**src/rtl/ram_loader.sv**
```systemverilog
// rtl/ram_loader.sv - boot loader: framed byte stream into 256x16 RAM, holds CPU in reset until a checksummed frame lands
module ram_loader #(
  parameter logic [7:0] HEADER = 8'hA5
) (
  input  logic        clk,
  input  logic        rst,
  input  logic        in_valid,
  input  logic [7:0]  in_byte,
  output logic        in_ready,
  output logic        ram_w_en,
  output logic [7:0]  ram_w_addr,
  output logic [15:0] ram_w_data,
  output logic        cpu_rst_n,
  output logic [7:0]  start_pc,
  output logic        done,
  output logic        err
);

  typedef enum logic [2:0] {
    S_IDLE, S_ADDR, S_LEN, S_HI, S_LO, S_CSUM, S_RUN
  } state_t;

  state_t      r_state, w_next;
  logic [7:0]  r_ptr, r_addr, r_sum, r_hi;
  logic [8:0]  r_cnt;
  logic        r_w_en, r_cpu_rst_n, r_done, r_err;
  logic [7:0]  r_w_addr, r_start_pc;
  logic [15:0] r_w_data;
  logic        w_accept;

  assign in_ready   = (r_state != S_RUN);
  assign w_accept   = in_valid && in_ready;
  assign ram_w_en   = r_w_en;
  assign ram_w_addr = r_w_addr;
  assign ram_w_data = r_w_data;
  assign cpu_rst_n  = r_cpu_rst_n;
  assign start_pc   = r_start_pc;
  assign done       = r_done;
  assign err        = r_err;

  always_ff @(posedge clk or posedge rst) begin
    if (rst) r_state <= S_IDLE;
    else     r_state <= w_next;
  end

  always_comb begin
    w_next = r_state;
    if (w_accept) begin
      case (r_state)
        S_IDLE:  if (in_byte == HEADER) w_next = S_ADDR;
        S_ADDR:  w_next = S_LEN;
        S_LEN:   w_next = S_HI;
        S_HI:    w_next = S_LO;
        S_LO:    w_next = (r_cnt == 9'd1) ? S_CSUM : S_HI;
        S_CSUM:  w_next = (in_byte == r_sum) ? S_RUN : S_IDLE;
        default: w_next = r_state;
      endcase
    end
  end

  // Datapath; the write strobe is a single-cycle pulse cleared every cycle by default.
  always_ff @(posedge clk or posedge rst) begin
    if (rst) begin
      r_ptr       <= 8'd0;
      r_addr      <= 8'd0;
      r_sum       <= 8'd0;
      r_hi        <= 8'd0;
      r_cnt       <= 9'd0;
      r_w_en      <= 1'b0;
      r_w_addr    <= 8'd0;
      r_w_data    <= 16'd0;
      r_cpu_rst_n <= 1'b0;
      r_start_pc  <= 8'd0;
      r_done      <= 1'b0;
      r_err       <= 1'b0;
    end else begin
      r_w_en <= 1'b0;
      if (w_accept) begin
        case (r_state)
          S_IDLE: if (in_byte == HEADER) r_err <= 1'b0;
          S_ADDR: begin
            r_ptr  <= in_byte;
            r_addr <= in_byte;
            r_sum  <= in_byte;
          end
          S_LEN: begin
            r_cnt <= (in_byte == 8'd0) ? 9'd256 : {1'b0, in_byte};
            r_sum <= r_sum + in_byte;
          end
          S_HI: begin
            r_hi  <= in_byte;
            r_sum <= r_sum + in_byte;
          end
          S_LO: begin
            r_w_en   <= 1'b1;
            r_w_addr <= r_ptr;
            r_w_data <= {r_hi, in_byte};
            r_ptr    <= r_ptr + 8'd1;
            r_cnt    <= r_cnt - 9'd1;
            r_sum    <= r_sum + in_byte;
          end
          S_CSUM: begin
            if (in_byte == r_sum) begin
              r_start_pc  <= r_addr;
              r_done      <= 1'b1;
              r_cpu_rst_n <= 1'b1;
            end else begin
              r_err <= 1'b1;
            end
          end
          default: ;
        endcase
      end
    end
  end

endmodule

```
**config.mk**
```make
export PLATFORM = sky130hd
export DESIGN_NAME = ram_loader
export DESIGN_NICKNAME = d
export VERILOG_FILES = /design/src/rtl/ram_loader.sv
export SDC_FILE = /design/constraint.sdc
export NUM_CORES = 1
export LEC_CHECK = 0
export BUFFER_PORTS_ARGS = -buffer_cell sky130_fd_sc_hd__buf_2
export CAP_MARGIN = 15
export CELL_PAD_IN_SITES_DETAIL_PLACEMENT = 1
export CELL_PAD_IN_SITES_GLOBAL_PLACEMENT = 1
export CORE_MARGIN = 5
export CORE_UTILIZATION = 40
export DETAILED_ROUTE_END_ITERATION = 7
export PLACE_DENSITY = 0.69
export SLEW_MARGIN = 15
export SYNTH_ARGS = -nofsm -noshare
export SYNTH_HDL_FRONTEND = slang
export SYNTH_SLANG_ARGS = --single-unit
```
**constraint.sdc**
```tcl
create_clock -name clk -period 2.8 [get_ports clk]
set_input_delay 0.28 -clock clk [delete_from_list [all_inputs] [get_ports clk]]
set_output_delay 0.28 -clock clk [all_outputs]
set_load 0.01 [all_outputs]
```
---- Yosys cells after proc, flatten, opt, wreduce, memory -nomap -nowiden ----
Index checks and enable logic that the tools add are counted.
cells by class
  add/subtract/negate cells ............... 3
  equality and inequality tests ........... 11
  mux-type cells .......................... 13
  reduce and logical (&&, ||, !) cells .... 18
operators by type and width
  operator               number
  $pmux W8 S2            2
  $pmux W3 S6            1
  $pmux W9 S2            1
  $reduce_and A2 Y1      6
  $eq A9 B1 Y1 const B   1
  $mux W3                3
  $mux W9                1
  $sub A9 B1 Y9 const B  1
  $add A8 B1 Y8 const B  1
  $add A8 B8 Y8          1
  $eq A8 B8 Y1           1
  $eq A8 B8 Y1 const B   1
  $logic_not A8 Y1       1
  $reduce_bool A2 Y1     4
  $eq A3 B2 Y1 const B   2
  $eq A3 B3 Y1 const B   2
  $reduce_and A3 Y1      2
  $reduce_bool A6 Y1     1
  $mux W1                4
  $ne A2 B2 Y1 const B   2
  $reduce_and A4 Y1      1
  $eq A3 B1 Y1 const B   1
  $logic_not A3 Y1       1
  $ne A3 B3 Y1 const B   1
  other kinds (3)        3
word-level totals
  bits in registers ....................... 79
  bits of input ports ..................... 11
  logic and storage cells ................. 57

---- Logic depth before layout (Yosys ltp) ----
  depth in word-level cells ............... 4
  mapped depth ............................ 9
  mapped depth without buffers ............ 9

---- Worst setup path after synthesis ----
OpenSTA, ideal clock, no wires.
  path type ............................... reg2reg
  start ................................... register r_sum[1]
  end ..................................... register r_sum[7]
  data arrival time ....................... 1872 ps
  slack ................................... 802 ps
  cell stages (with the launch flop) ...... 8
  cells stage by stage .................... dfrtp_1 ha_1 a211oi_2 o21bai_1 a21oi_2 nand2_1 mux2_4 a221o_1
on the way
  cells in the longest elaborated chain, start to end .. 2
ends and longest elaborated chain
  what                    RTL line     source
  from (decl)             24           logic [7:0] r_ptr, r_addr, r_sum, r_hi;
  from (signal assigned)  84           r_sum <= in_byte;
  from (signal assigned)  88           r_sum <= r_sum + in_byte;
  from (signal assigned)  92           r_sum <= r_sum + in_byte;
  $add A8 B8 Y8           88, 92, 100
  $pmux W8 S2             79           case (r_state)
No other way between the ends.
A chain may end at the register's enable or synchronous reset.

---- Worst setup path after layout ----
  start ................................... register r_sum[6]
  end ..................................... register r_start_pc[0] (netlist: start_pc[0])
on the way
  cells in the longest elaborated chain, start to end .. 2
ends and longest elaborated chain
  what                         RTL line  source
  $eq A8 B8 Y1                 103       if (in_byte == r_sum) begin
  $reduce_and A3 Y1 (no line)  -
  to (signal assigned)         104       r_start_pc <= r_addr;
  to (decl)                    27        logic [7:0] r_w_addr, r_start_pc;
No other way between the ends.

==> reports/results.ini <==
[timing]
relSlewSlack=0.515
timing.final.crit_share=0.796
period_needed_ns=2.23
finalMaxSlewViolations=0
tightest_slew_ns=0.727
rsz0062_at_grt=false
hold_violations=0
fmax_mhz=449
clock_skew_ns=0.00991
setup_viol=0
hold_slack_ns=0.00472
setup_tns_ns=0

[grt]
antenna_found_initial=0
gr-total-overflow=0
grt_use_total=0.190
first_global_vias=3426
grt_max_degree=42
grt_pass1_wl_um=17400

[power]
p_int_mw=2.13
leakage_nw=2.28
p_clk_frac=0.225
sw_frac_of_total=0.358
power_density_nw_per_um2=736
p_comb_frac=0.298
switchingPower_mw=1.19
seqPwrFrac=0.477
peakVddDrop_mv=0.248

[cells_and_area]
area_growth_syn_to_layout_pct=15.0
regArea_um2=1980
final_nets=494
multi_input_area_um2=1810
diodes=0
final_util=0.467
fillers=1154
drive_above_1_share=0.225

[critical_path]
slowest_delay_ns=0.41
critPathMaxFanout=9
critPathCaptureType=flip-flop
worstSetupPathType=flip-flop to flip-flop
crit_arrival_ns=2.47
path_delay_family=simple AND/OR/NAND/NOR gates
required_ns=3.04
path_cells=ha_1 -> nor4_1 -> and3_1 -> inv_1 -> nor2_2 -> mux2_2
slowest_stage=nor2_2
path_buf_inv=1
crit_path_start_kind=flip-flop

[routing]
vias=3203
drtPass1Iterations=5
routed_wl_um=10700
ant_nets=0
drt_iter0_markers=237
drc=0
wire_per_inst_um=17.5
viasPerCell=5.26

[die]
row_count=36
io_pins=48
die_area_um2=11900
die_width_um=109
core_region_area_um2=9680
dieHeight_um=109
start_util=0.406

[yosys]
async_flop_share=1.00
yosys_most_used_dff=dfrtp_1
yosys_warnings=0
synth_seq_cells=79
synth_cell_type_count=52
synthCells=421
synth_edf_count=0
synth_seq_area_share=0.503
syn_area_per_cell_um2=9.33
synth_area_um2=3930
syn_nets=444

[clock_network]
insertion_delay_ns=0.35
clk_pin_slew_ns=0.08
cts_tree=built
clk_path_buf_depth=2
clock_sinks=79
cts_htree_levels=3
post_cts_resized=0
cts_setup_buffers=0
root_buffer=clkbuf_8
cts_hold_buf=0
cts_buffers=9

[placed_design]
port_buffers=47
place.gp.congestion=0.837
place_hpwl_um=7500

[flow_run]
cap_violations=0

[min_path]
hp-class=primary input to asynchronous set/reset pin

[outcome]
status=finished, final reports clean

stage by stage:
step | worst slack, ns | total power, mW | instance area [um^2] | std cells
finish | 0.572 | 3.33 | 4520 | 609
CTS | 0.564 | 3.35 | 4520 | 609
detailed placement | 0.479 | 2.59 | 4350 | 593
global placement | 0.515 | 2.54 | 4350 | 593
floorplan | 0.497 | 2.31 | 3930 | 421
global route | 0.381 | 3.57 | 4520 | 609
synthesized netlist by cell type, drive strengths merged, types with 4 or more instances:
| cell | instances | area (um^2) |
|---|---|---|
| dfrtp | 79 | 1980 |
| a21oi | 24 | 124 |
| a31oi | 5 | 31.3 |
| nor4 | 4 | 25.0 |
| nor2 | 31 | 119 |
| nand3 | 6 | 30.0 |
| mux2 | 24 | 274 |
| ha | 11 | 138 |
| nor2b | 5 | 31.3 |
| nand2 | 101 | 379 |
| nor3 | 10 | 50.1 |
| o21ai | 35 | 175 |
| inv | 15 | 56.3 |
| buf | 11 | 57.6 |
| clkbuf | 10 | 38.8 |
worst register-to-register path: cells and delay by family, from the launching register on:
| family | cells | cell delay (ns) |
|---|---|---|
| fa+ha+maj | 1 | 0.33 |
| buf+inv | 1 | 0.08 |
| flops | 1 | 0.40 |
| mux | 1 | 0.40 |
| simple gates | 3 | 0.91 |
registers in the layout, summed over array words and instances, names as in the netlist:
register    cells
ram_w_data     16
start_pc        8
r_ptr           8
r_addr          8
r_cnt           9
ram_w_addr      8
r_state         3
ram_w_en        1
r_hi            8
err             1
done            1
r_sum           8
power groups by stage:
stage	Combinational [mW]	Clock, mW	Sequential (mW)
floorplan	0.781	0	1.53
global placement	0.946	0	1.60
detailed placement	0.989	0	1.60
CTS	0.999	0.766	1.58
global route	1.12	0.826	1.62
finish	0.990	0.750	1.59
placed cells by master, fill, tap and decap left out, drive strengths merged, types with 3 or more instances in the layout:
cell type / instances
buf: 60
ha: 11
nor2: 31
inv: 14
nor3: 10
clkinvlp: 4
mux2i: 3
a211oi: 3
xnor2: 3
nand3: 6
mux2: 24
clkbuf: 11
dfrtp: 79
o21ai: 35
nor2b: 5
nor4: 4
o21a: 3
a31oi: 5
nand2: 101
o22ai: 3
a21oi: 24
cell families after synthesis:
group,count (synthesis),synth area share
xor+xnor,3,0.00669
flops,79,0.503
simple gates,172,0.191
buf+inv,36,0.0388
fa+ha+maj,12,0.0401
mux,27,0.0774
compound gates,92,0.143
layer usage:
layer	wire length [um]	up-vias	share of wire	GRT usage
met3	365	13	0.034	0.0272
met2	5130	52	0.48	0.322
met4	138	0	0.013	0.0640
met5	0	-	0	0
met1	5030	1587	0.47	0.248
li1	-	1551	-	-
final cells by class:
class	instances	share of cell area
Sequential cell	79	0.437
Multi-Input combinational cell	306	0.400
Timing Repair Buffer	60	0.0764
Tap cell	133	0.0368
Clock buffer	11	0.0291
Inverter	15	0.0127
Clock inverter	5	0.00775
worst paths after layout:
kind,start,endpoint,slack (ns),cells past startpoint
max in group asynchronous,rst,r_addr[0],2.13,3
min,rst,ram_w_data[2],0.005,2
max,r_sum[6],start_pc[0],0.57,6
min reg2reg,ram_w_data[14],ram_w_data[14],0.47,2
max reg2reg,r_sum[6],start_pc[0],0.57,6
min in group clk,in_byte[6],ram_w_data[6],0.25,3
Note: power is estimated with default switching activity, not from simulation.
